--- src/rtl/sd_cmd_engine.sv ---
// sd_cmd_engine: SD-bus CMD-line engine.
// Serialises a 48-bit command frame (start, transmission, index, argument,
// CRC7, end) onto the CMD line, then optionally captures a 48-bit response,
// checks its CRC7 and end bit, and bounds the wait for its start bit.
// Optional build macro SD_CMD_CLK_GATE_EN: when defined, o_sd_clk is parked
// low while idle and the divider restarts on accept. When undefined, the SD
// clock runs freely from reset release.
module sd_cmd_engine #(
    parameter int CLK_DIV      = 4,
    parameter int RESP_TIMEOUT = 64,
    parameter int TRAIL_CLKS   = 8
) (
    input  logic        clk,
    input  logic        rst_n,
    input  logic        i_cmd_valid,
    output logic        o_cmd_ready,
    input  logic [5:0]  i_cmd_index,
    input  logic [31:0] i_cmd_arg,
    input  logic        i_resp_en,
    output logic        o_done,
    output logic [5:0]  o_resp_index,
    output logic [31:0] o_resp_arg,
    output logic        o_crc_err,
    output logic        o_timeout,
    output logic        o_sd_clk,
    output logic        o_sd_cmd,
    output logic        o_sd_cmd_oe,
    input  logic        i_sd_cmd
);

    localparam int DIV_W = (CLK_DIV > 1) ? $clog2(CLK_DIV) : 1;
    localparam int TMO_W = $clog2(RESP_TIMEOUT + 1);
    localparam int TRL_W = $clog2(TRAIL_CLKS + 1);
    localparam logic [DIV_W-1:0] DIV_LAST = DIV_W'(CLK_DIV - 1);
    localparam logic [TMO_W-1:0] TMO_LAST = TMO_W'(RESP_TIMEOUT - 1);
    localparam logic [TRL_W-1:0] TRL_LAST = TRL_W'(TRAIL_CLKS - 1);

    typedef enum logic [2:0] {
        ST_IDLE  = 3'd0,
        ST_SEND  = 3'd1,
        ST_WAIT  = 3'd2,
        ST_RECV  = 3'd3,
        ST_TRAIL = 3'd4
    } state_t;

    state_t             state_r;
    state_t             next_state_s;

    logic [DIV_W-1:0]   div_cnt_r;
    logic               sd_clk_r;
    logic               div_wrap_s;
    logic               fall_tick_s;
    logic               rise_tick_s;
    logic               accept_s;

    logic               ready_r;
    logic               done_r;
    logic [5:0]         resp_index_r;
    logic [31:0]        resp_arg_r;
    logic               crc_err_r;
    logic               timeout_r;
    logic               sd_cmd_r;
    logic               sd_oe_r;

    logic               resp_en_r;
    logic [39:0]        tx_shift_r;
    logic [6:0]         tx_crc_r;
    logic [5:0]         tx_cnt_r;
    logic [44:0]        rx_shift_r;
    logic [6:0]         rx_crc_r;
    logic [5:0]         rx_cnt_r;
    logic [TMO_W-1:0]   tmo_cnt_r;
    logic [TRL_W-1:0]   trl_cnt_r;

    // One serial CRC7 step, polynomial x^7 + x^3 + 1, MSB-first data.
    function automatic logic [6:0] crc7_step(input logic [6:0] crc, input logic din);
        logic fb;
        fb = din ^ crc[6];
        crc7_step = {crc[5:0], 1'b0} ^ (fb ? 7'h09 : 7'h00);
    endfunction

    assign div_wrap_s  = (div_cnt_r == DIV_LAST);
    assign fall_tick_s = div_wrap_s & sd_clk_r;
    assign rise_tick_s = div_wrap_s & ~sd_clk_r;
    assign accept_s    = i_cmd_valid & ready_r & (state_r == ST_IDLE);

    assign o_cmd_ready  = ready_r;
    assign o_done       = done_r;
    assign o_resp_index = resp_index_r;
    assign o_resp_arg   = resp_arg_r;
    assign o_crc_err    = crc_err_r;
    assign o_timeout    = timeout_r;
    assign o_sd_clk     = sd_clk_r;
    assign o_sd_cmd     = sd_cmd_r;
    assign o_sd_cmd_oe  = sd_oe_r;

    // SD clock divider: toggles o_sd_clk each time the counter wraps.
    always_ff @(posedge clk or negedge rst_n) begin
        if (!rst_n) begin
            div_cnt_r <= '0;
            sd_clk_r  <= 1'b0;
        end
`ifdef SD_CMD_CLK_GATE_EN
        else if (state_r == ST_IDLE) begin
            div_cnt_r <= '0;
            sd_clk_r  <= 1'b0;
        end
`endif
        else if (div_wrap_s) begin
            div_cnt_r <= '0;
            sd_clk_r  <= ~sd_clk_r;
        end else begin
            div_cnt_r <= div_cnt_r + DIV_W'(1);
        end
    end

    // FSM state register.
    always_ff @(posedge clk or negedge rst_n) begin
        if (!rst_n) begin
            state_r <= ST_IDLE;
        end else begin
            state_r <= next_state_s;
        end
    end

    // FSM next-state decode.
    always_comb begin
        next_state_s = state_r;
        case (state_r)
            ST_IDLE: begin
                if (accept_s) begin
                    next_state_s = ST_SEND;
                end else begin
                    next_state_s = ST_IDLE;
                end
            end
            ST_SEND: begin
                if (fall_tick_s && (tx_cnt_r == 6'd48)) begin
                    if (resp_en_r) begin
                        next_state_s = ST_WAIT;
                    end else begin
                        next_state_s = ST_TRAIL;
                    end
                end else begin
                    next_state_s = ST_SEND;
                end
            end
            ST_WAIT: begin
                if (rise_tick_s) begin
                    if (!i_sd_cmd) begin
                        next_state_s = ST_RECV;
                    end else if (tmo_cnt_r == TMO_LAST) begin
                        next_state_s = ST_TRAIL;
                    end else begin
                        next_state_s = ST_WAIT;
                    end
                end else begin
                    next_state_s = ST_WAIT;
                end
            end
            ST_RECV: begin
                if (rise_tick_s && (rx_cnt_r == 6'd47)) begin
                    next_state_s = ST_TRAIL;
                end else begin
                    next_state_s = ST_RECV;
                end
            end
            ST_TRAIL: begin
                if (rise_tick_s && (trl_cnt_r == TRL_LAST)) begin
                    next_state_s = ST_IDLE;
                end else begin
                    next_state_s = ST_TRAIL;
                end
            end
            default: begin
                next_state_s = ST_IDLE;
            end
        endcase
    end

    // Datapath: frame shifting, response capture, counters and status outputs.
    always_ff @(posedge clk or negedge rst_n) begin
        if (!rst_n) begin
            ready_r      <= 1'b1;
            done_r       <= 1'b0;
            resp_index_r <= 6'd0;
            resp_arg_r   <= 32'd0;
            crc_err_r    <= 1'b0;
            timeout_r    <= 1'b0;
            sd_cmd_r     <= 1'b1;
            sd_oe_r      <= 1'b0;
            resp_en_r    <= 1'b0;
            tx_shift_r   <= 40'd0;
            tx_crc_r     <= 7'd0;
            tx_cnt_r     <= 6'd0;
            rx_shift_r   <= 45'd0;
            rx_crc_r     <= 7'd0;
            rx_cnt_r     <= 6'd0;
            tmo_cnt_r    <= '0;
            trl_cnt_r    <= '0;
        end else begin
            done_r <= 1'b0;
            case (state_r)
                ST_IDLE: begin
                    sd_oe_r  <= 1'b0;
                    sd_cmd_r <= 1'b1;
                    if (accept_s) begin
                        ready_r      <= 1'b0;
                        resp_en_r    <= i_resp_en;
                        tx_shift_r   <= {1'b0, 1'b1, i_cmd_index, i_cmd_arg};
                        tx_crc_r     <= 7'd0;
                        tx_cnt_r     <= 6'd0;
                        rx_crc_r     <= 7'd0;
                        rx_cnt_r     <= 6'd0;
                        tmo_cnt_r    <= '0;
                        trl_cnt_r    <= '0;
                        resp_index_r <= 6'd0;
                        resp_arg_r   <= 32'd0;
                        crc_err_r    <= 1'b0;
                        timeout_r    <= 1'b0;
                    end
                end
                ST_SEND: begin
                    if (fall_tick_s) begin
                        if (tx_cnt_r < 6'd40) begin
                            // Header and argument; CRC accumulates as bits leave.
                            sd_oe_r    <= 1'b1;
                            sd_cmd_r   <= tx_shift_r[39];
                            tx_shift_r <= {tx_shift_r[38:0], 1'b0};
                            tx_crc_r   <= crc7_step(tx_crc_r, tx_shift_r[39]);
                            tx_cnt_r   <= tx_cnt_r + 6'd1;
                        end else if (tx_cnt_r < 6'd47) begin
                            sd_oe_r  <= 1'b1;
                            sd_cmd_r <= tx_crc_r[6];
                            tx_crc_r <= {tx_crc_r[5:0], 1'b0};
                            tx_cnt_r <= tx_cnt_r + 6'd1;
                        end else if (tx_cnt_r == 6'd47) begin
                            sd_oe_r  <= 1'b1;
                            sd_cmd_r <= 1'b1;
                            tx_cnt_r <= tx_cnt_r + 6'd1;
                        end else begin
                            // End bit has had its full clock; release the line.
                            sd_oe_r  <= 1'b0;
                            sd_cmd_r <= 1'b1;
                        end
                    end
                end
                ST_WAIT: begin
                    sd_oe_r  <= 1'b0;
                    sd_cmd_r <= 1'b1;
                    if (rise_tick_s) begin
                        if (!i_sd_cmd) begin
                            // Start bit is a zero, so the CRC stays at zero.
                            rx_shift_r <= 45'd0;
                            rx_crc_r   <= 7'd0;
                            rx_cnt_r   <= 6'd1;
                        end else if (tmo_cnt_r == TMO_LAST) begin
                            timeout_r <= 1'b1;
                        end else begin
                            tmo_cnt_r <= tmo_cnt_r + TMO_W'(1);
                        end
                    end
                end
                ST_RECV: begin
                    sd_oe_r  <= 1'b0;
                    sd_cmd_r <= 1'b1;
                    if (rise_tick_s) begin
                        rx_shift_r <= {rx_shift_r[43:0], i_sd_cmd};
                        rx_cnt_r   <= rx_cnt_r + 6'd1;
                        if (rx_cnt_r < 6'd40) begin
                            rx_crc_r <= crc7_step(rx_crc_r, i_sd_cmd);
                        end
                        if (rx_cnt_r == 6'd47) begin
                            // Shifter holds bits [45:1]; i_sd_cmd is the end bit.
                            resp_index_r <= rx_shift_r[44:39];
                            resp_arg_r   <= rx_shift_r[38:7];
                            crc_err_r    <= (rx_shift_r[6:0] != rx_crc_r) || !i_sd_cmd;
                        end
                    end
                end
                ST_TRAIL: begin
                    sd_oe_r  <= 1'b0;
                    sd_cmd_r <= 1'b1;
                    if (rise_tick_s) begin
                        if (trl_cnt_r == TRL_LAST) begin
                            done_r  <= 1'b1;
                            ready_r <= 1'b1;
                        end else begin
                            trl_cnt_r <= trl_cnt_r + TRL_W'(1);
                        end
                    end
                end
                default: begin
                    sd_oe_r  <= 1'b0;
                    sd_cmd_r <= 1'b1;
                    ready_r  <= 1'b1;
                end
            endcase
        end
    end

endmodule

--- config.mk ---
export PLATFORM = sky130hd
export DESIGN_NAME = sd_cmd_engine
export DESIGN_NICKNAME = d
export VERILOG_FILES = /design/src/rtl/sd_cmd_engine.sv
export SDC_FILE = /design/constraint.sdc
export NUM_CORES = 1
export LEC_CHECK = 0
export CAP_MARGIN = 20
export CORE_MARGIN = 5
export CORE_UTILIZATION = 28
export DETAILED_ROUTE_END_ITERATION = 6
export GPL_TIMING_DRIVEN = 1
export SLEW_MARGIN = 20
export SYNTH_ARGS = -nofsm -noshare
export SYNTH_HDL_FRONTEND = slang
export SYNTH_SLANG_ARGS = --single-unit
export TNS_END_PERCENT = 1
--- constraint.sdc ---
create_clock -name clk -period 2.4 [get_ports clk]
set_clock_uncertainty 0.1 [all_clocks]
set_input_delay 0.48 -clock clk [delete_from_list [all_inputs] [get_ports clk]]
set_output_delay 0.48 -clock clk [all_outputs]
set_load 0.02 [all_outputs]
---- After elaboration in Yosys (flattened, before gate mapping) ----
Cells that the tools add are included.
word-level totals
  bits in registers ....................... 173
  latch bits .............................. 0
  RAM bits ................................ 0
  memory bits (read-only) ................. 0
  bits of input ports ..................... 43
  output and inout port bits .............. 45
  word-level logic and storage cells ...... 168
  memories ................................ 0
cells by class
  add/sub/neg operators ................... 5
  $mul .................................... 0
  divide/modulo/power cells ............... 0
  $lt $le $gt $ge ......................... 3
  equality and inequality tests ........... 27
  shift-type cells ........................ 0
  mux-type cells .......................... 78
  bitwise gates (word level) .............. 10
  reductions and logical operators ........ 25
operators with widths
  kind                 number
  $mux 45              3
  $mux 40              3
  $mux 32              3
  $pmux 45 s2          1
  $pmux 40 s2          1
  $mux 7               11
  $pmux 32 s2          1
  $mux 6               10
  $ne 2x2->1 const B   14
  $pmux 7 s2           2
  $reduce_and 4->1     7
  $pmux 6 s2           2
  $mux 1               21
  $mux 3               7
  $pmux 7 s3           1
  $mux 4               5
  $eq 6x6->1 const B   3
  $lt 6x6->1 const B   3
  $pmux 6 s3           1
  $pmux 3 s5           1
  $reduce_and 5->1     3
  $xor 7x4->7          2
  $add 6x1->6 const B  2
  $reduce_bool 2->1    5
  other kinds (27)     36

---- Logic depth before layout (Yosys ltp) ----
  word-level depth ........................ 6
  mapped depth ............................ 8
  depth with buffers taken out ............ 6

---- Worst setup path before layout ----
Ideal clock, no wire load.
  path kind ............................... flip-flop to flip-flop
  from .................................... reg div_cnt_r[0]
  to ...................................... reg rx_crc_r[3]
  setup time .............................. 0.125 ns
  arrival time ............................ 1.802 ns
  data required time ...................... 2.175 ns
  path slack .............................. 0.373 ns
  stages on the path, launching flop included .. 7
  buffers on the path ..................... 1
  period minus slack after synthesis ...... 2.027 ns
  path through ............................ dfrtp_1 ha_1 nand2b_1 buf_2 nor4_1 a311oi_2 mux2_2
on the way
  cells in the longest elaborated chain, start to end .. 4
  elaborated cells between the ends (all ways) .. 5
  those cells by class .................... eq/ne: 3; bitwise: 1; reduce/logical: 1
RTL lines
  what                          RTL line  text
  start: declaration            49        logic [DIV_W-1:0] div_cnt_r;
  start signal: assignment      113       div_cnt_r <= div_cnt_r + DIV_W'(1);
  $eq 2x2->1 *                  82        assign div_wrap_s = (div_cnt_r == DIV_LAST);
  $and 1x1->1 *                 84        assign rise_tick_s = div_wrap_s & ~sd_clk_r;
  $ne 2x2->1 (no line)          --
  $reduce_and 6->1 (no line) *  --
  end signal: assignment        271       rx_crc_r <= crc7_step(rx_crc_r, i_sd_cmd);
  end: declaration              70        logic [6:0] rx_crc_r;
Every way passes the cells marked *; elsewhere a longest branch is shown, timed or not.
A chain may end at the register's enable or synchronous reset.

---- Final worst setup path ----
  from .................................... reg state_r[0]
  to ...................................... reg tx_shift_r[18]
on the way
  cells in the longest elaborated chain, start to end .. 4
  elaborated cells between the ends (all ways) .. 9
  those cells by class .................... eq/ne: 4; mux: 1; bitwise: 1; reduce/logical: 3
RTL lines
  what                        RTL line  text
  start: declaration          46        state_t state_r;
  start signal: assignment    122       state_r <= next_state_s;
  $logic_not 3->1             85, 203
  $and 1x1->1                 85        assign accept_s = i_cmd_valid & ready_r & (state_r == ST_IDLE);
  $ne 2x2->1 (no line)        --
  $reduce_and 4->1 (no line)  --
  end signal: assignment      210       tx_shift_r <= {1'b0, 1'b1, i_cmd_index, i_cmd_arg};
  end signal: assignment      229       tx_shift_r <= {tx_shift_r[38:0], 1'b0};
  end: declaration            66        logic [39:0] tx_shift_r;
Parallel ways exist; a longest one is shown, timed or not.

==> impl_metrics.yaml <==
synth:
  synthCells: 678
  yosysMostFrequentCell: "dfrtp_1"
  synth_top_area_cell: "dfrtp_1"
  synth-edff-count: 0
  ys_ff_latch: 173
  ys.flop_type: "dfrtp_1"
  ys_warn_count: 0
  synth_nets: 727
  yosysUniqueCellTypes: 58
  synth_top_area_frac: 0.567
  yosys-top-cells-area: "dfrtp_1, a22o_1, nand2_1"
  yosysSeqAreaShare: 0.574
  ys_top_cells_by_count: "dfrtp_1, nand2_1, a22o_1, a21oi_1, a41oi_1"
  async_reset_ff_frac: 1.00
  syn_avg_cell_area_um2: 11.1
  syn_area_um2: 7540
worst_setup_path:
  ff2ff_path_depth: 5
  regToRegSetupSlack_ps: 210
  crit_path_end_kind: "register"
  max_stage_delay_ps: 550
  cp_data_required_time_ps: 2640
  start_kind: "register"
  path_depth: 5
  r2r_end: "tx_shift_r[18]"
  cpMaxStageDelayCell: "or3b_2"
  cp_max_fo: 42
  regToRegStartpoint: "state_r[0]"
  path_cells: "or3b_2 > o22ai_4 > buf_12 > a21oi_1 > a41oi_1"
  critPathTopFamily: "compound AO/OA/AOI/OAI gates"
  arrival_ps: 2430
  critPathBufInv: 1
  crit_type: "reg -> reg"
route:
  vias_per_cell: 5.03
  drtIter0Drc: 397
  vias: 5632
  wirelength_um: 17400
  routedWlPerCell_um: 15.5
  drt_pass1_iterations: 4
  ant_nets: 0
  drc: 0
grt:
  grt_max_degree: 76
  grt_overflow: 0
  grt_first_pass_wirelength_um: 29400
  track_usage: 0.116
  grt_pass1_vias: 5697
  antenna_found_initial: 0
power:
  ir_worst_vdd_mv: 0.439
  power.density_nw_per_um2: 748
  p_leak_nw: 4.22
timing:
  final-setup-viol-count: 0
  holdWs_ps: 325
  min_period_ps: 2190
  hold_viol: 0
  period_share: 0.912
  finalSetupTns_ps: 0
  drv_slew: 0
  rsz0062_at_grt: "false"
  max_freq_ghz: 0.457
  slew_headroom: 0.329
  tightest_slew_ps: 1000
  timing.final.ws_setup_ps: 211
finish:
  nFillCells: 2681
  multi_input_area_um2: 2960
  n_antenna_cell: 0
  finish.utilization: 0.358
  area_delta_synth_final_pct: 27.0
  area.sequential_um2: 4330
  nNetsFinal: 815
  drive_gt1_frac: 0.112
clocking:
  htreeDepth: 4
  cts_tree: "yes"
  clock-root-buffer: "clkbuf_16"
  cts-buffers-inserted: 17
  cts_sinks: 173
  clk_pin_slew_ps: 70
  cts_hold_buf: 1
  ctsResizeCount: 0
  clock_path_buffers: 2
  clock_latency_ps: 430
  cts_setup_buffers: 0
min_path:
  hp-class: "reg -> reg"
  worstHoldPathCells: 1
  holdPathEnd: "div_cnt_r[0]"
  worstHoldStart: "div_cnt_r[0]"
floorplan:
  die_area_um2: 30300
  start_util: 0.282
  num_rows: 60
  ios: 88
  dieHeight_um: 174
  core_area_um2: 26700
  die_w_um: 174
flow_run:
  max_cap_viol_count: 0
place:
  pre_cts_ws_ps: 40.5
  gp_congestion: 0.801
  io_buffers: 87
  detailed_place_hpwl_um: 11200
status:
  status: "completed"
-- logic make-up after synthesis --
kind of cell               share of synthesized area
AOI/OAI and AO/OA                              0.238
and+or+nand+nor                                0.110
DFF                                            0.574
buffers and inverters                         0.0355
muxes                                         0.0196
xor gates and xnor gates                      0.0128
adders and majority gates                    0.00995
-- placed cells by master, fill, tap and decap left out, drive strengths merged, types with 3 or more instances in the layout --
cell and n:
xnor2 3, nand3 11, nor4 4, nor2 20, nand2b 6, nand3b 5
a22o 94, xor2 8, and2 3, a21o 4, buf 34, o31ai 3
a21oi 46, ha 6, dfrtp 171, o21ai 21, and3 3, inv 18
mux2i 8, o211ai 3, mux2 6, nand2 97, clkbuf 18, nor3 11
or3 6, clkinv 6, a21boi 3, a41oi 38, clkdlybuf4s50 86, nor3b 4
-- worst register-to-register path, cell delays in order (launching register included) --
cell     delay [ps]
dfrtp_1         490
or3b_2          550
o22ai_4         420
buf_12          270
a21oi_1         100
a41oi_1         190
-- state kept, by name, summed over array words and instances, names as in the netlist --
signal	flops
resp_en_r	1
div_cnt_r	2
tmo_cnt_r	7
tx_crc_r	7
rx_cnt_r	6
o_crc_err	1
o_cmd_ready	1
tx_cnt_r	6
o_timeout	1
o_resp_index	6
o_sd_cmd_oe	1
tx_shift_r	40
o_resp_arg	32
o_sd_cmd	1
state_r	3
trl_cnt_r	4
o_sd_clk	1
o_done	1
rx_shift_r	45
rx_crc_r	7
-- metrics by stage --
step	power (mW)	cells	cell area (um2)
6_report	7.17	1120	9580
3_5_place_dp	4.48	1087	8970
2_1_floorplan	4.11	678	7540
3_3_place_gp	4.45	1087	8970
4_1_cts	7.30	1120	9580
5_1_grt	7.60	1120	9580
-- routing by layer --
layer | vias up | wire length, um | track usage
li1 | 2696 | - | -
met1 | 2825 | 8670 | 0.166
met2 | 102 | 7790 | 0.174
met3 | 9 | 848 | 0.0381
met4 | 0 | 95 | 0.0241
met5 | - | 0 | 0
-- report_power, final --
group | leakage [nW] | internal [mW] | switching (mW)
Clock | 0.292 | 1.51 | 1.25
Combinational | 1.65 | 0.445 | 0.477
Sequential | 2.27 | 3.27 | 0.223
-- how the worst max path moves through the flow --
stage	start	to	slack (ps)
floorplan	div_cnt_r[0]	rx_crc_r[3]	370
finish	state_r[0]	tx_shift_r[18]	210
CTS	state_r[0]	tx_shift_r[18]	180
global placement	i_cmd_valid	o_crc_err	40
global route	state_r[0]	tx_shift_r[11]	50
detailed placement	i_cmd_valid	o_resp_arg[22]	40
-- cell type report --
class / instances / area share
Clock buffer: 18 / 0.0458
Multi-Input combinational cell: 441 / 0.309
Tap cell: 341 / 0.0445
Clock inverter: 14 / 0.0163
Timing Repair Buffer: 121 / 0.127
Inverter: 12 / 0.00470
Sequential cell: 173 / 0.452
Note: power is estimated with default switching activity, not from simulation.
==> variant 1: new RTL, same settings <==
The parameter `TRAIL_CLKS` goes from 8 to 4.
--- a/src/rtl/sd_cmd_engine.sv
+++ b/src/rtl/sd_cmd_engine.sv
@@ -8,7 +8,7 @@
 module sd_cmd_engine #(
     parameter int CLK_DIV      = 4,
     parameter int RESP_TIMEOUT = 64,
-    parameter int TRAIL_CLKS   = 8
+    parameter int TRAIL_CLKS   = 4
 ) (
     input  logic        clk,
     input  logic        rst_n,
Formal check against the unedited RTL: no difference found for any inputs over 10 cycles, from zero or initial values and one cycle with rst_n low; that may be too few to reach the edited logic, so the function may still have changed.
==> variant 1 against the unedited design <==
Worst setup slack lost 43 ps; routed wire length shrank 6.9%; design area about the same; sequential cell count is 1 lower; sequential share of layout area fell by 0.26 points; area after synthesis shrank 0.22%; count of clock-buffer cells in the layout shrank 1; critical endpoint is now o_crc_err$_DFFE_PN0P_; hold slack gained 17 ps; non-clock buffer count shrank 7; fmax decreased by 1.9%.
Power is not compared: it rests on default switching activity, and its combinational part moved more than twofold at a synthesized area within 25%.
==> variant 1: results (changes against the unedited design) <==
| Metric | Value |
|---|---|
| Crit path max-delay family | `simple AND/OR/NAND/NOR gates` |
| Final Net Count | `724 (-11%)` |
| Number of antenna violations at the first check in global routing | `0 (unchanged)` |
| Status | `completed` |
| Post-synthesis sequential area ratio | `57.2% (-0.21 points)` |
| Leakage power | `0.00440 uW` |
| Total inserted antenna cells | `0 (unchanged)` |
| Largest net degree at the start of global routing | `62 (-18%)` |
| Top routing layer in use | `met4` |
| Number of global-route vias before repair | `5156 (-9.5%)` |
| Post-DP Area | `8950 um2 (-0.26%)` |
| Root buf cell | `clkbuf_16` |
| Met3 demand-to-capacity share in global routing | `3.33% (-0.48 points)` |
| Async set-or-reset flop fraction in the synthesized netlist | `100% (unchanged)` |
| Count of different cell masters after synthesis | `49 (-16%)` |
| Library cell contributing the largest single delay on the critical path | `nor2_4` |
| CTS Hold Buffers Added | `1 (unchanged)` |
| Top register by number of flip-flops | `rx_shift_r` |
| H-tree depth | `4 (unchanged)` |
| Critical Path Max Stage Delay | `790 ps (+240 ps)` |
| Hold WS | `342 ps (+16.9 ps)` |
| Synth cell count leaders | `dfrtp_1, a22o_1, mux2_2, mux2_4, nand2_1` |
| Routed wire length on met3 | `720 um (-15%)` |
| Top fanout value on the critical path | `39 (-7.1%)` |
| Vias/cell | `4.76 (-5.3%)` |
| Reg2reg setup slack | `170 ps (-40 ps)` |
| Detailed-placement wirelength estimate | `10.3 mm (-7.9%)` |
| Final weighted congestion of routability-driven global placement | `0.765 (-4.5%)` |
| Count of placed standard cells in the final layout, fillers left out | `1028 (-8.2%)` |
| Yosys warning count | `0 (unchanged)` |
| Drt first pass iters | `6 (+2)` |
| Latest clock arrival within the worst-skew pair | `420 ps` |
| Buffers added on ports | `87 (unchanged)` |
| Top achievable clock speed | `448 MHz (-1.9%)` |
| Most area-consuming cells after synthesis | `dfrtp_1, a22o_1, mux2_4, mux2_2, nand2_1` |
| Total Routing Usage GR | `11.0% (-0.67 points)` |
| Routed wirelength normalized by instance count | `15.8 um (+1.5%)` |
| DRC violation total after the first TritonRoute iteration | `243 (-39%)` |
| Critical path arrival | `2490 ps (+60 ps)` |
| Routed length on met2 | `7.01 mm (-10%)` |
| Type of the worst min-delay path | `flop to flop` |
| Setup slack after placement | `-160 ps (-201 ps)` |
| Highest ir drop seen on vdd | `398 uV` |
| Met1 track demand over resource in global routing | `16.3% (-0.31 points)` |
| Synthesized area per cell | `13.1 um2 (+18%)` |
| Post-Synthesis Net Count | `624 (-14%)` |
| CTS clock-pin slew for the worst setup and hold paths | `70 ps (about the same)` |
| WL met1 | `8.35 mm (-3.7%)` |
| Worst-margin pin slew | `1010 ps (+3.37 ps)` |
| Share of final-layout standard cells stronger than drive strength 1 | `21.8% (+11 points)` |
| GR Util met2 | `15.8% (-1.6 points)` |
| Wire length of the first global-routing pass | `27.4 mm (-6.9%)` |
| PostCTS Resize Cnt | `0 (unchanged)` |
| Power Internal | `4550 uW` |
| CTS buffer count | `17 (unchanged)` |
==> variant 1: changes by cell type in the layout (fill, tap and decap cells not counted), moves of 5 or more <==
cell     before  now
mux2i_1       8    3
nand2_1      95   29
nor3_1       11    4
a21oi_1      46   13
buf_4        26   20
a41oi_1      38    3
mux2_4        0   38
mux2_2        6   39
==> variant 1: logic make-up (layout without fill, tap and decap cells) <==
kind of cell             count (synthesis)  count (layout)  share of synthesized area, %
AO/OA/AOI/OAI                          158             158                          16.5
XOR/XNOR                                12              12                          1.40
buffers and inverters                   41             154                          2.64
AND/OR/NAND/NOR                        104             104                          7.28
multiplexers                            80              80                          13.8
flip-flops                             172             172                          57.2
adder cells (fa/ha/maj)                  7               7                          1.16
==> variant 1: final cells by class <==
cell class,instances,area [um2]
multi-input cells,361,3050
repair buffers,114,1150
inverters,8,30.0
fillers,2591,17100
well taps,341,427
clock buffers,17,425
clock inverters,15,193
flip-flops and latches,172,4310
==> variant 1: power groups by stage <==
stage          clock (uW)  combinational (uW)  sequential (uW)
2_1_floorplan           0                67.0             2980
3_3_place_gp            0                 219             2980
3_5_place_dp            0                 220             2980
4_1_cts              2940                 223             2930
5_1_grt              3070                 241             2930
6_report             2840                 216             2930
==> variant 1: final timing paths <==
kind                                        start                          to  cells after the start
setup / recovery             state_r[1]$_DFF_PN0_       o_crc_err$_DFFE_PN0P_                      4
max in group asynchronous                   rst_n  tx_shift_r[35]$_DFFE_PN0P_                      3
min in group asynchronous                   rst_n            o_done$_DFF_PN0_                      2
hold / removal             div_cnt_r[0]$_DFF_PN0_      div_cnt_r[0]$_DFF_PN0_                      1
setup reg to reg             state_r[1]$_DFF_PN0_       o_crc_err$_DFFE_PN0P_                      4
hold reg to reg            div_cnt_r[0]$_DFF_PN0_      div_cnt_r[0]$_DFF_PN0_                      1
==> variant 2: new RTL, same settings <==
Without the edit above. Register the output `o_crc_err` once more; this adds one clock of latency there. The other outputs are not delayed to match.
--- a/src/rtl/sd_cmd_engine.sv
+++ b/src/rtl/sd_cmd_engine.sv
@@ -88,7 +88,9 @@
     assign o_done       = done_r;
     assign o_resp_index = resp_index_r;
     assign o_resp_arg   = resp_arg_r;
-    assign o_crc_err    = crc_err_r;
+    always_ff @(posedge clk) begin
+        o_crc_err <= crc_err_r;
+    end
     assign o_timeout    = timeout_r;
     assign o_sd_clk     = sd_clk_r;
     assign o_sd_cmd     = sd_cmd_r;
Function: same outputs for any inputs over 10 cycles, from zero or initial values and one cycle with rst_n low; that may be too few to reach the edited logic, so the function may still have changed.
==> variant 2 against the unedited design <==
Design area is 0.17% higher; sequential cell count up 1; area after synthesis grew 0.18%; worst setup slack got worse by 11 ps; routed wire length is 1.0% lower; global-route usage fell by 0.096 points; utilization grew 0.061 points.
Power is not compared: it rests on default switching activity, and its combinational part moved more than twofold at a synthesized area within 25%.
==> variant 2: results (changes against the unedited design) <==
| Metric | Value |
|---|---|
| Most area-consuming cells after synthesis | `dfrtp_1, a22o_1, nand2_1, a41oi_1, a21oi_1` |
| WL met1 | `8.33 mm (-3.9%)` |
| Number of flip-flops in the largest register | `45 (unchanged)` |
| Final Net Count | `828 (+1.6%)` |
| Synth cell count leaders | `dfrtp_1, nand2_1, a22o_1, a21oi_1, a41oi_1` |
| Number of global-route vias before repair | `5617 (-1.4%)` |
| Post-synthesis sequential area ratio | `57.6% (+0.16 points)` |
| Share of final-layout standard cells stronger than drive strength 1 | `10.7% (-0.42 points)` |
| Count of different cell masters after synthesis | `56 (-3.4%)` |
| Top fanout value on the critical path | `5 (-88%)` |
| Post-Synthesis Net Count | `744 (+2.3%)` |
| Total Routing Usage GR | `11.5% (-0.096 points)` |
| Vias/cell | `4.95 (-1.5%)` |
| Setup slack after placement | `-80.9 ps (-121 ps)` |
| # fillers | `2627 (-2.0%)` |
| Async set-or-reset flop fraction in the synthesized netlist | `99.4% (-0.57 points)` |
| Library cell contributing the largest single delay on the critical path | `clkdlybuf4s50_1` |
| Count of placed standard cells in the final layout, fillers left out | `1132 (+1.1%)` |
| Cells after Synth | `695 (+2.5%)` |
| Final wirelength | `17.2 mm (-1.0%)` |
| Relative slew slack | `37.0% (+4.1 points)` |
| Residual antenna-violating net count after detailed routing | `0 (unchanged)` |
| Wire length of the first global-routing pass | `29.1 mm (-1.2%)` |
| Crit path max-delay family | `buffers and inverters` |
| Routed length on met2 | `8.08 mm (+3.7%)` |
| Final weighted congestion of routability-driven global placement | `0.766 (-4.3%)` |
| Placed insts | `1100 (+1.2%)` |
| Critical Path Max Stage Delay | `630 ps (+80 ps)` |
| Status | `completed` |
variant 2: cell count changes in the layout (fill, tap and decap cells not counted), moves of 5 or more:
cell | unedited run | this run
o31ai_1 | 3 | 9
a22o_1 | 94 | 84
nand3_1 | 11 | 16
a31oi_1 | 1 | 6
nand2_1 | 95 | 107
o21ai_0 | 19 | 29
variant 2: worst paths after layout:
kind / end / slack (ps) / cells after the start / from
max: o_cmd_ready / 200 / 1 / o_cmd_ready$_DFFE_PN1P_
min: o_crc_err$_DFF_P_ / 290 / 0 / crc_err_r$_DFFE_PN0P_
max reg2reg: crc_err_r$_DFFE_PN0P_ / 220 / 5 / div_cnt_r[0]$_DFF_PN0_
min reg2reg: o_crc_err$_DFF_P_ / 290 / 0 / crc_err_r$_DFFE_PN0P_
max in group asynchronous: tx_shift_r[10]$_DFFE_PN0P_ / 1060 / 3 / rst_n
min in group asynchronous: rx_shift_r[39]$_DFFE_PN0P_ / 490 / 2 / rst_n
variant 2: metal layers:
layer | vias to the layer above | track usage [%]
met5 | - | 0
met4 | 0 | 2.67
met3 | 12 | 2.72
met2 | 96 | 18.6
met1 | 2740 | 15.8
li1 | 2759 | -
variant 2: power groups by stage:
stage               Combinational [uW]  Sequential (uW)  Clock, uW
detailed placement                2110             3830          0
CTS                               2120             3790       2960
global placement                  2070             3820          0
finish                            2070             3790       2860
floorplan                         1470             3730          0
global route                      2390             3860       3070
variant 2: timing repair:
| item | CTS | global route |
|---|---|---|
| endpoints found under the hold margin | 48 | 0 |
| buffers inserted | 0 | 0 |
| setup endpoints to repair | 0 | 0 |
| hold buffers | 1 | 0 |
variant 2: final cells by class:
cell class | count | area [um2] | share of cell area (%)
Clock inverter | 13 | 165 | 1.72
Inverter | 14 | 52.6 | 0.548
Sequential cell | 174 | 4350 | 45.3
Multi-Input combinational cell | 452 | 2950 | 30.8
Tap cell | 341 | 427 | 4.45
Clock buffer | 18 | 439 | 4.58
Timing Repair Buffer | 120 | 1210 | 12.6
variant 2: stage by stage:
| stage | hold slack (ps) | cell area [um2] |
|---|---|---|
| floorplan | 84.4 | 7550 |
| global placement | 264 | 8980 |
| detailed placement | 278 | 8980 |
| CTS | 294 | 9600 |
| global route | 308 | 9600 |
| finish | 293 | 9600 |
variant 2: cells by family after synthesis:
logic type | after synthesis | share of synthesized area [%]
XOR/XNOR | 11 | 1.28
AO/OA/AOI/OAI | 233 | 22.7
multiplexers | 14 | 1.94
buffers and inverters | 69 | 3.79
AND/OR/NAND/NOR | 188 | 11.7
flip-flops | 174 | 57.6
adder cells (fa/ha/maj) | 6 | 0.994
